## src/rtl/mem_port_arbiter.sv

```systemverilog
// rtl/mem_port_arbiter.sv - two-port round-robin arbiter/sequencer for the shared memory aligner
//
// Purpose: shares one aligner/RAM port between the MEM stage (port 0) and the
// AES loader (port 1). One request is latched at a time; aligner controls are
// held from the latched copy for the whole access; read data comes back with a
// registered one-cycle ack; a watchdog aborts accesses that stay busy too long.
//
// Ports:
//   clk, reset                      clock, asynchronous active-high reset
//   pX_req/we/vec/addr/wdata_s/v    requester X command (held until pX_ack)
//   pX_ack                          one-cycle completion pulse for port X
//   rd_scalar, rd_vector            registered read data, valid with the ack
//   stall0                          p0_req & ~p0_ack, MEM-stage stall
//   err, err_sticky                 abort pulse with ack / sticky abort flag
//   al_*  (out)                     aligner controls and operands, ACCESS only
//   al_busy, al_*DataOut (in)       aligner status and read data
module mem_port_arbiter #(
    parameter int N       = 32,
    parameter int V       = 256,
    parameter int TIMEOUT = 8
) (
    input  logic           clk,
    input  logic           reset,
    input  logic           p0_req,
    input  logic           p0_we,
    input  logic           p0_vec,
    input  logic [31:0]    p0_addr,
    input  logic [15:0]    p0_wdata_s,
    input  logic [V-1:0]   p0_wdata_v,
    input  logic           p1_req,
    input  logic           p1_we,
    input  logic           p1_vec,
    input  logic [31:0]    p1_addr,
    input  logic [15:0]    p1_wdata_s,
    input  logic [V-1:0]   p1_wdata_v,
    output logic           p0_ack,
    output logic           p1_ack,
    output logic [N-1:0]   rd_scalar,
    output logic [V-1:0]   rd_vector,
    output logic           stall0,
    output logic           err,
    output logic           err_sticky,
    output logic           al_memtoRegM,
    output logic           al_memWriteM,
    output logic           al_memSrcM,
    output logic [31:0]    al_address,
    output logic [15:0]    al_scalarDataIn,
    output logic [V-1:0]   al_vectorDataIn,
    input  logic           al_busy,
    input  logic [N-1:0]   al_scalarDataOut,
    input  logic [V-1:0]   al_vectorDataOut
);

    localparam logic [1:0] ST_IDLE   = 2'd0;
    localparam logic [1:0] ST_ACCESS = 2'd1;
    localparam logic [1:0] ST_RESP   = 2'd2;

    // Counter only has to reach TIMEOUT-1.
    localparam int CW = $clog2(TIMEOUT);

    logic [1:0]    state_q,      state_d;
    logic          last_grant_q, last_grant_d;
    logic          port_q,       port_d;
    logic          we_q,         we_d;
    logic          vec_q,        vec_d;
    logic [31:0]   addr_q,       addr_d;
    logic [15:0]   wdata_s_q,    wdata_s_d;
    logic [V-1:0]  wdata_v_q,    wdata_v_d;
    logic [CW-1:0] wait_cnt_q,   wait_cnt_d;
    logic          p0_ack_q,     p0_ack_d;
    logic          p1_ack_q,     p1_ack_d;
    logic          err_q,        err_d;
    logic          err_sticky_q, err_sticky_d;
    logic [N-1:0]  rd_scalar_q,  rd_scalar_d;
    logic [V-1:0]  rd_vector_q,  rd_vector_d;
    logic          sel1;
    logic          in_access;

    always_comb begin
        state_d      = state_q;
        last_grant_d = last_grant_q;
        port_d       = port_q;
        we_d         = we_q;
        vec_d        = vec_q;
        addr_d       = addr_q;
        wdata_s_d    = wdata_s_q;
        wdata_v_d    = wdata_v_q;
        wait_cnt_d   = wait_cnt_q;
        p0_ack_d     = 1'b0;
        p1_ack_d     = 1'b0;
        err_d        = 1'b0;
        err_sticky_d = err_sticky_q;
        rd_scalar_d  = rd_scalar_q;
        rd_vector_d  = rd_vector_q;
        // Port 1 wins when alone, or when both ask and port 0 was granted last.
        sel1         = p1_req & (~p0_req | ~last_grant_q);

        case (state_q)
            ST_IDLE: begin
                if (p0_req | p1_req) begin
                    port_d       = sel1;
                    last_grant_d = sel1;
                    we_d         = sel1 ? p1_we      : p0_we;
                    vec_d        = sel1 ? p1_vec     : p0_vec;
                    addr_d       = sel1 ? p1_addr    : p0_addr;
                    wdata_s_d    = sel1 ? p1_wdata_s : p0_wdata_s;
                    wdata_v_d    = sel1 ? p1_wdata_v : p0_wdata_v;
                    wait_cnt_d   = '0;
                    state_d      = ST_ACCESS;
                end
            end
            ST_ACCESS: begin
                if (!al_busy) begin
                    // Writes return zero data so stale reads never leak out.
                    rd_scalar_d = we_q ? '0 : al_scalarDataOut;
                    rd_vector_d = we_q ? '0 : al_vectorDataOut;
                    p0_ack_d    = ~port_q;
                    p1_ack_d    = port_q;
                    state_d     = ST_RESP;
                end else if (wait_cnt_q == CW'(TIMEOUT - 1)) begin
                    rd_scalar_d  = '0;
                    rd_vector_d  = '0;
                    p0_ack_d     = ~port_q;
                    p1_ack_d     = port_q;
                    err_d        = 1'b1;
                    err_sticky_d = 1'b1;
                    state_d      = ST_RESP;
                end else begin
                    wait_cnt_d = wait_cnt_q + 1'b1;
                end
            end
            ST_RESP: begin
                state_d = ST_IDLE;
            end
            default: begin
                state_d = ST_IDLE;
            end
        endcase
    end

    always_ff @(posedge clk or posedge reset) begin
        if (reset) begin
            state_q      <= ST_IDLE;
            last_grant_q <= 1'b1;
            port_q       <= 1'b0;
            we_q         <= 1'b0;
            vec_q        <= 1'b0;
            addr_q       <= '0;
            wdata_s_q    <= '0;
            wdata_v_q    <= '0;
            wait_cnt_q   <= '0;
            p0_ack_q     <= 1'b0;
            p1_ack_q     <= 1'b0;
            err_q        <= 1'b0;
            err_sticky_q <= 1'b0;
            rd_scalar_q  <= '0;
            rd_vector_q  <= '0;
        end else begin
            state_q      <= state_d;
            last_grant_q <= last_grant_d;
            port_q       <= port_d;
            we_q         <= we_d;
            vec_q        <= vec_d;
            addr_q       <= addr_d;
            wdata_s_q    <= wdata_s_d;
            wdata_v_q    <= wdata_v_d;
            wait_cnt_q   <= wait_cnt_d;
            p0_ack_q     <= p0_ack_d;
            p1_ack_q     <= p1_ack_d;
            err_q        <= err_d;
            err_sticky_q <= err_sticky_d;
            rd_scalar_q  <= rd_scalar_d;
            rd_vector_q  <= rd_vector_d;
        end
    end

    // Aligner sees a no-op outside ACCESS, so an async reset drops it at once.
    assign in_access       = (state_q == ST_ACCESS);
    assign al_memtoRegM    = in_access & ~we_q;
    assign al_memWriteM    = in_access & we_q;
    assign al_memSrcM      = in_access & vec_q;
    assign al_address      = in_access ? addr_q    : '0;
    assign al_scalarDataIn = in_access ? wdata_s_q : '0;
    assign al_vectorDataIn = in_access ? wdata_v_q : '0;

    assign p0_ack     = p0_ack_q;
    assign p1_ack     = p1_ack_q;
    assign err        = err_q;
    assign err_sticky = err_sticky_q;
    assign rd_scalar  = rd_scalar_q;
    assign rd_vector  = rd_vector_q;
    assign stall0     = p0_req & ~p0_ack_q;

endmodule

```

## config.mk

```make
export PLATFORM = sky130hd
export DESIGN_NAME = mem_port_arbiter
export DESIGN_NICKNAME = d
export VERILOG_FILES = /design/src/rtl/mem_port_arbiter.sv
export SDC_FILE = /design/constraint.sdc
export NUM_CORES = 2
export LEC_CHECK = 0
export CAP_MARGIN = 20
export CORE_AREA = 2 2 583 585
export CTS_CLUSTER_SIZE = 12
export DETAILED_ROUTE_END_ITERATION = 7
export DIE_AREA = 0 0 585 587
export PLACE_DENSITY = 0.3
export REMOVE_ABC_BUFFERS = 1
export SETUP_SLACK_MARGIN = 0.02
export SYNTH_ARGS = -nofsm -noshare
export SYNTH_HDL_FRONTEND = slang
export SYNTH_SLANG_ARGS = --single-unit
```

## constraint.sdc

```tcl
create_clock -name clk -period 34.9 [get_ports clk]
set_clock_uncertainty 0.05 [all_clocks]
set_input_delay 5.235 -clock clk [delete_from_list [all_inputs] [get_ports clk]]
set_output_delay 5.235 -clock clk [all_outputs]
set_load 0.02 [all_outputs]
```

==> out/results.txt <==
Run status - finished clean
Ys Warns - 0
#FFs+latches synth - 605
Critical Path RT - 29.61 ns
Vias in the first global route - 27200
Asr flop ratio synth - 1.00
Die width - 585 µm
R2r setup slk - 29.89 ns
Register area - 0.0151 mm²
Final setup violating endpoints - 0
Fmax - 80.6 MHz
Detail Route Antenna Nets - 0
DRC Markers - 0
Leak - 19.2 nW
Multi-input logic area - 0.0108 mm²
Netlist cell types - 25
Total CTS buffers - 93
Initial antenna violation count - 196
CP max-delay cell - clkdlybuf4s50_1
Slowest Stage Delay on Critical Path - 0.78 ns
Setup TNS - 0 ns
Clock Power Share - 0.208
Area share of the largest cell type after synthesis - 0.560
Seq/Total Area, Yosys - 0.561
Tcrit/Tclk final - 0.355
First-pass GRT wire length - 297000 µm
Setup repair bufs after CTS - 0
CP Capture Type - primary output
Mapped Cells - 2378
Layout cells sized above 1 - 0.0513
CTS H-tree lvls - 3
Fin util - 0.149
Fin cells - 8437
Post-CTS sizing - 0
PnR worst setup slack - 22.50 ns
MaxCap Viol Count - 0
I/O pin cnt - 1505
RePlAce Congestion - 0.805
Switching share of total power - 0.434
Setup CP Type - in -> out
Flop pwr share - 0.270
Fin. max-slew vios - 0
Detailed Route WL - 235000 µm
FILL cells - 37900
Top_reg_cell synth - dfrtp_1
First-pass DRT Iterations - 4
Root Driver - clkbuf_16
Site Rows - 214
Post-synth design cell area - 0.0270 mm²
Clock slew at the register clock pins of the worst setup and hold paths - 0.06 ns
Ranking of synthesized cells by area - dfrtp_1, a21oi_1, mux2i_1
Largest net degree at the start of global routing - 141
Clk sinks - 605
Arrival time at the worst endpoint - 7.12 ns
# hold bufs at CTS - 0
Clk buf depth - 4
All-Layer GR Usage - 0.131
Worst Setup Start Kind - input port
Largest area contributor in the netlist - dfrtp_1
Post-detail-place hpwl - 196000 µm
Post-synth EDFFs - 0
Layout overhead on the synthesized area - 86.7%
Worst vdd ir - 46.6 µV
Tmin final - 12.40 ns
CTS tree - built
Comb power frac - 0.523
Die ar. - 0.343 mm²
Core Box Area - 0.338 mm²
Initial Util - 0.0798
Final nets - 4695
Hold Vio Cnt, Final - 0
Crit-path cells - clkdlybuf4s50_1 > nor2b_2 > clkdlybuf4s50_1
IO buf count - 1504
Syn avg cell area - 11.3 µm²
P per Cell Area - 95.4 mW/mm²
Remaining global-route overflow - 0
Vias - 26200
NetSw - 2.09 mW
Cell mode on critical path - clkdlybuf4s50_1
Worst slew pin tran - 1.04 ns
Die Span Y - 587 µm
Worst Hold Class - reg -> reg
Crit-path max FO - 3
Clock latency on the worst-skew pair - 0.80 ns
Place WS - 22.25 ns
Dpl cells - 8228
Post-DR vias/cell - 3.11
Power Internal - 2.72 mW
Post-DR wirelength/cell - 27.9 µm
Rel. slew slack - 0.307
Initial DRC count - 1452
RSZ-0062 raised after global routing - no
## kinds of logic (layout without fill, tap and decap cells)
logic type,after synthesis,after routing,share of synthesized area
AND/OR/NAND/NOR,319,319,0.0743
other,0,45,0
AO/OA/AOI/OAI,905,905,0.208
flip-flops,605,605,0.561
multiplexers,309,309,0.115
adder cells (fa/ha/maj),2,2,0.000928
buffers and inverters,238,1716,0.0401
## worst paths after layout
| kind | start | endpoint | depth (start not counted) |
|---|---|---|---|
| min in group asynchronous | reset | addr_q[18] | 2 |
| max in group asynchronous | reset | wdata_v_q[222] | 6 |
| min reg2reg | port_q | p0_ack | 1 |
| max | p0_req | stall0 | 3 |
| min | port_q | p0_ack | 1 |
| max reg2reg | state_q[1] | wdata_v_q[69] | 7 |
## synthesized netlist by cell type (2+ instances only)
cell type / instances
a21oi_1: 613
a22o_1: 290
and2_1: 308
buf_1: 16
buf_2: 102
buf_4: 8
clkbuf_1: 100
clkbuf_4: 6
dfrtp_1: 604
ha_1: 2
inv_1: 5
mux2_2: 3
mux2i_1: 306
nor2_1: 3
nor2b_1: 2
## per-layer routing
layer | global-route usage | share of wire | routed length [µm] | vias to the layer above
li1 | - | - | - | 11600
met1 | 0.134 | 0.35 | 82500 | 12800
met2 | 0.245 | 0.52 | 123000 | 1267
met3 | 0.0566 | 0.10 | 23900 | 415
met4 | 0.0231 | 0.022 | 5130 | 142
met5 | 0 | 0.0040 | 931 | -
## sequential cells by signal, indices dropped and copies added, names as in the netlist
name,count
we_q,1
addr_q,32
last_grant_q,1
wdata_s_q,16
err,1
rd_scalar,32
wdata_v_q,256
rd_vector,256
state_q,2
vec_q,1
p1_ack,1
err_sticky,1
wait_cnt_q,3
p0_ack,1
port_q,1
## power groups by stage
| stage | clock (mW) | sequential (mW) | combinational (mW) |
|---|---|---|---|
| final | 0.998 | 1.30 | 2.51 |
| after global routing | 1.07 | 1.34 | 2.66 |
| after CTS | 1.05 | 1.30 | 2.60 |
| after global placement | 0 | 1.31 | 2.59 |
| after detailed placement | 0 | 1.31 | 2.60 |
| after floorplan | 0 | 1.41 | 1.14 |
## metrics by stage
stage | hold WS [ns] | cell area [µm²] | total power [mW]
2_1_floorplan | 0.363 | 25900 | 2.56
3_3_place_gp | 0.379 | 47100 | 3.90
3_5_place_dp | 0.382 | 47100 | 3.91
4_1_cts | 0.388 | 50200 | 4.95
5_1_grt | 0.409 | 50300 | 5.06
6_report | 0.387 | 50400 | 4.81
## cells in the final DEF (no fill, tap or decap), drive strengths merged, types with 3 or more instances in the layout
cell           instances
a22o                 290
mux2                   3
inv                    8
mux2i                306
clkbuf               137
dfrtp                604
clkinv                11
buf                   44
nor2                   3
clkdlybuf4s50       1504
a21oi                613
bufinv                11
diode                 45
and2                 308
## worst max-delay path, delay by kind of cell
kind / cells / cell delay [ns]
AND/OR/NAND/NOR: 1 / 0.52
buffers and inverters: 2 / 1.34
## cell type report
| type | instances | share of cell area |
|---|---|---|
| Clock inverter | 26 | 0.00882 |
| Clock buffer | 137 | 0.0537 |
| Inverter | 5 | 0.000522 |
| Sequential cell | 605 | 0.301 |
| Multi-Input combinational cell | 1535 | 0.214 |
| Antenna cell | 45 | 0.00224 |
| Tap cell | 4536 | 0.113 |
| Timing Repair Buffer | 1548 | 0.307 |
Note: power is estimated with default switching activity, not from simulation.
==> patch 1 (config.mk and constraints unchanged) <==
Set the parameter `TIMEOUT` to 16 (it was 8).
--- a/src/rtl/mem_port_arbiter.sv
+++ b/src/rtl/mem_port_arbiter.sv
@@ -17,7 +17,7 @@
 module mem_port_arbiter #(
     parameter int N       = 32,
     parameter int V       = 256,
-    parameter int TIMEOUT = 8
+    parameter int TIMEOUT = 16
 ) (
     input  logic           clk,
     input  logic           reset,
Function: not settled (the Yosys comparison gave no result); the edit may change what the design does.
==> patch 1 against the original RTL <==
Combinational power is 13% lower; synthesized area is 0.38% higher; wire length is 2.1% lower; worst setup slack better by 0.25 ns; core utilization hardly changed; cell area hardly changed; total power is 6.9% lower; sequential cell count is 1 higher; critical path type unchanged; highest routed layer unchanged.
==> patch 1: results (changes against the original RTL) <==
- Outcome: finished clean (unchanged)
- Clock Latency Late Sink: ~0.79 ns
- Synth area leaders: dfrtp_1, mux2i_1, o21ai_0, a22o_1, and2_1 (was dfrtp_1, a21oi_1, mux2i_1, a22o_1, and2_1)
- Critical path data arrival time: 6.87 ns (was 7.12 ns)
- Post-synth top cells: dfrtp_1, o21ai_0, mux2i_1, and2_1, a22o_1 (was a21oi_1, dfrtp_1, and2_1, mux2i_1, a22o_1)
- Cts bufs inserted: 93 (unchanged)
- Internal: 2.58 mW (was 2.72 mW)
- Max IR drop VDD: 0.0497 mV (was 0.0466 mV)
- Post-synthesis xor/xnor area fraction: 0% (unchanged)
- IO buf count: 1,504 (unchanged)
- DR WL/cell: 27.3 um (was 27.9 um)
- CP max FO: 5 (was 3)
- R2R depth: 7 (unchanged)
- First-pass GRT wire length: 292 mm (was 297 mm)
- Yosys warns: 0 (unchanged)
- Detailed Place HPWL: 190 mm (was 196 mm)
- # fillers: 38,000 (was 37,900)
- Total track usage: 12.9% (was 13.1%)
- Worst hold path cell count: 1 (unchanged)
- Post-synthesis sequential area ratio: 56.0% (was 56.1%)
- Adder and majority gate portion of the synthesized area: 0.0462% (was 0.0928%)
- Pre-Repair DR Iteration Count: 5 (was 4)
- CTS max path bufs: 4 (unchanged)
- H-tree depth: 3 (unchanged)
- Clock slew at reported path FFs: 0.06 ns (about the same)
- Root Buffer: clkbuf_16 (unchanged)
- Layout cells sized above 1: 5.20% (was 5.13%)
- Iteration-0 DRC Markers: 1,573 (was 1,452)
- Slew @ Worst Pin: 1.16 ns (was 1.04 ns)
- Largest net degree at the start of global routing: 135 (was 141)
- HP Class: reg -> reg (unchanged)
- Mux share of post-synthesis cell area: 11.4% (was 11.5%)
- Post-CTS Setup Bufs: 0 (unchanged)
- Distinct cells, synth: 31 (was 25)
- Initial antenna violation count: 177 (was 196)
- Gpl congestion: 0.773 (was 0.805)
- Final #Nets: 4,701 (was 4,695)
- Async set-reset flop share out of synthesis: 100% (unchanged)
- Vias: 26,300 (was 26,200)
- Compound-Gate Fraction of Synth Area: 20.9% (was 20.8%)
- Resize count post-CTS: 0 (unchanged)
- Lkg Pwr: 19.4 nW (was 19.2 nW)
- Vias in the first global route: 26,900 (was 27,200)
patch 1: cells by family (layout without fill, tap and decap cells):
logic type | count (synthesis) | count (layout)
compound gates | 912 | 912
flops | 606 | 606
simple gates | 325 | 325
mux | 308 | 308
buf+inv | 236 | 1710
fa+ha+maj | 1 | 1
other cells | 0 | 34
patch 1: path summary, 6_finish.rpt:
check                                            start                         to  slack, ns
max in group asynchronous                        reset  wdata_v_q[77]$_DFFE_PP0P_      26.21
worst min register to register  err_sticky$_DFFE_PP0P_     err_sticky$_DFFE_PP0P_       0.42
worst max-delay path                            p0_req                     stall0      22.75
min in group asynchronous                        reset   wdata_v_q[3]$_DFFE_PP0P_       4.82
worst max register to register  state_q[1]$_DFFE_PP0P_  rd_vector[97]$_DFFE_PP0P_      30.15
worst min-delay path            err_sticky$_DFFE_PP0P_     err_sticky$_DFFE_PP0P_       0.42
patch 1: worst max-delay path: stages:
cell and delay (ns):
clkdlybuf4s50_1 0.69, nor2b_1 0.27, clkdlybuf4s50_1 0.66
patch 1: routing by layer:
metal / up-vias / share of wire (%) / track usage, %
met5: - / 0.40 / 0
met4: 138 / 2.0 / 2.07
met3: 410 / 10 / 5.53
met2: 1288 / 51 / 23.5
met1: 12900 / 36 / 13.7
li1: 11600 / - / -
patch 1: area by class of cell:
class	count	area [um^2]	area share, %
diodes	34	85.1	0.169
clock buffers	130	2740	5.43
clock inverters	32	462	0.916
inverters	4	22.5	0.0447
multi-input cells	1546	10800	21.5
flip-flops and latches	606	15200	30.1
well taps	4536	5680	11.3
repair buffers	1544	15400	30.6
patch 1: metrics by stage:
step,instances,area (um^2),util [%],setup WS [ns],total power [mW]
detailed placement,8236,47100,13.9,22.80,3.56
finish,8432,50400,14.9,22.75,4.47
global placement,8236,47100,13.9,22.77,3.54
CTS,8398,50300,14.9,22.78,4.61
global route,8398,50300,14.9,22.73,4.73
floorplan,2156,26000,-,7.59,2.34
patch 1: power by group through the flow:
stage          Sequential [mW]  Combinational, mW  Clock, mW
6_report                  1.28               2.18       1.01
5_1_grt                   1.33               2.33       1.08
4_1_cts                   1.29               2.26       1.06
3_5_place_dp              1.30               2.25          0
3_3_place_gp              1.30               2.24          0
2_1_floorplan             1.39              0.950          0
==> patch 2 (same flow settings) <==
Made on the original files. `addr_q` no longer has a reset.
--- a/src/rtl/mem_port_arbiter.sv
+++ b/src/rtl/mem_port_arbiter.sv
@@ -145,7 +145,6 @@
             port_q       <= 1'b0;
             we_q         <= 1'b0;
             vec_q        <= 1'b0;
-            addr_q       <= '0;
             wdata_s_q    <= '0;
             wdata_v_q    <= '0;
             wait_cnt_q   <= '0;
@@ -161,7 +160,6 @@
             port_q       <= port_d;
             we_q         <= we_d;
             vec_q        <= vec_d;
-            addr_q       <= addr_d;
             wdata_s_q    <= wdata_s_d;
             wdata_v_q    <= wdata_v_d;
             wait_cnt_q   <= wait_cnt_d;
@@ -172,6 +170,10 @@
             rd_scalar_q  <= rd_scalar_d;
             rd_vector_q  <= rd_vector_d;
         end
+    end
+
+    always_ff @(posedge clk) begin
+        addr_q <= addr_d;
     end
 
     // Aligner sees a no-op outside ACCESS, so an async reset drops it at once.
Check against the original RTL: not settled (the Yosys comparison gave no result); the edit may change what the design does.
==> patch 2 against the original RTL <==
Worst setup slack got worse by 0.067 ns; largest cell class unchanged; wire length decreased by 0.17%; largest power group unchanged; fmax decreased by 0.54%; core utilization decreased by 0.12 points; synthesized area decreased by 0.76%; sequential cell count unchanged; global-route usage about the same; synthesized cell count decreased by 3.1%; register-to-register slack improved by 0.29 ns; cell area decreased by 0.79%; total power decreased by 3.4%.
==> patch 2: results (changes against the original RTL) <==
- Post-Synthesis Cells: 2,304 (was 2,378)
- Distinct cells, synth: 24 (was 25)
- Sink Count: 605 (unchanged)
- Final core utilization: 14.8% (was 14.9%)
- # fillers: 38,000 (was 37,900)
- Routing usage on met3: 6.40% (was 5.66%)
- CP max FO: 3 (unchanged)
- Cts bufs inserted: 91 (was 93)
- Slew @ Worst Pin: 1.15 ns (was 1.04 ns)
- Placed cells: 8,162 (was 8,228)
- Post-synth top cells: dfrtp_1, a21oi_1, and2_1, a22o_1, mux2i_1 (was a21oi_1, dfrtp_1, and2_1, mux2i_1, a22o_1)
- Met2 Track Usage GR: 24.0% (was 24.5%)
- Gpl congestion: 0.805 (about the same)
- Setup WS pre-CTS: 22.17 ns (was 22.25 ns)
- Reg area: 15,300 um^2 (was 15,100 um^2)
- Largest net degree at the start of global routing: 161 (was 141)
- Vias in the first global route: 26,500 (was 27,200)
- Overall routed net length: 235 mm (about the same)
- Lkg Pwr: 18.9 nW (was 19.2 nW)
- Iteration-0 DRC Markers: 1,324 (was 1,452)
- Placed cell area: 46,900 um^2 (was 47,100 um^2)
- Outcome: finished clean (unchanged)
- Worst R2R End: wdata_v_q[181]$_DFFE_PP0P_ (was wdata_v_q[69]$_DFFE_PP0P_)
- Via density: 3.09 (was 3.11)
- M1 WL: 82.5 mm (about the same)
- Comb power: 2.45 mW (was 2.51 mW)
- Clock power share: 19.9% (was 20.8%)
- Mapped Area: 26,800 um^2 (was 27,000 um^2)
- Worst Hold Slack: 0.407 ns (was 0.387 ns)
- R2R depth: 8 (was 7)
- Met2 Wirelength: 121 mm (was 123 mm)
- M1 GR Usage: 13.1% (was 13.4%)
- CP max stage delay: 0.78 ns (about the same)
- Synth area leaders: dfrtp_1, a21oi_1, mux2i_1, a22o_1, and2_1 (unchanged)
- Pwr Density: 92.9 nW/um^2 (was 95.4 nW/um^2)
- Post-synthesis sequential area ratio: 57.2% (was 56.1%)
- Worst reg-to-reg setup slack: 30.18 ns (was 29.89 ns)
- Multi-input combinational area share: 21.0% (was 21.4%)
- Bufs w/o clock: 1,549 (was 1,548)
- Clock-cell share of area: 5.68% (was 6.25%)
- DR WL/cell: 28.1 um (was 27.9 um)
- Metal3 WL: 24.8 mm (was 23.9 mm)
- Final #Nets: 4,630 (was 4,695)
- Clock buffer count: 135 (was 137)
- Data buffer area share: 31.0% (was 30.7%)
- Sw frac: 43.4% (about the same)
- TNS Setup: 0 ns (unchanged)
- Total track usage: 13.1% (about the same)
- Multi-input gates: 1,471 (was 1,535)
- Async set-reset flop share out of synthesis: 94.7% (was 100%)
- Critical path data arrival time: 7.18 ns (was 7.12 ns)
- First-pass GRT wire length: 296 mm (was 297 mm)
- FF-to-FF Start: last_grant_q$_DFFE_PP1P_ (was state_q[1]$_DFFE_PP0P_)
- Pre-Repair DR Iteration Count: 6 (was 4)
patch 2: worst reg2reg max path, stage by stage (launching register included):
cell and delay [ns]:
dfstp_2 0.39, a21boi_4 0.11, buf_4 0.64, buf_4 0.63
buf_4 0.63, buf_4 0.69, buf_12 0.53, mux2i_1 0.71
a21oi_1 0.12
patch 2: worst max-delay path by stage:
stage / to / slack [ns] / start / depth (start not counted)
after floorplan: addr_q[0]$_DFFE_PP_ / 7.25 / p1_req / 2
after global placement: stall0 / 21.61 / p0_req / 3
after detailed placement: stall0 / 22.17 / p0_req / 3
after CTS: stall0 / 22.17 / p0_req / 3
after global routing: stall0 / 22.32 / p0_req / 3
final: stall0 / 22.43 / p0_req / 3
patch 2: cell families after synthesis:
family | after synthesis | share of synthesized area (%)
AO/OA/AOI/OAI | 841 | 19.8
flip-flops | 605 | 57.2
multiplexers | 309 | 11.7
buffers and inverters | 228 | 3.75
adder cells (fa/ha/maj) | 2 | 0.0935
AND/OR/NAND/NOR | 319 | 7.46
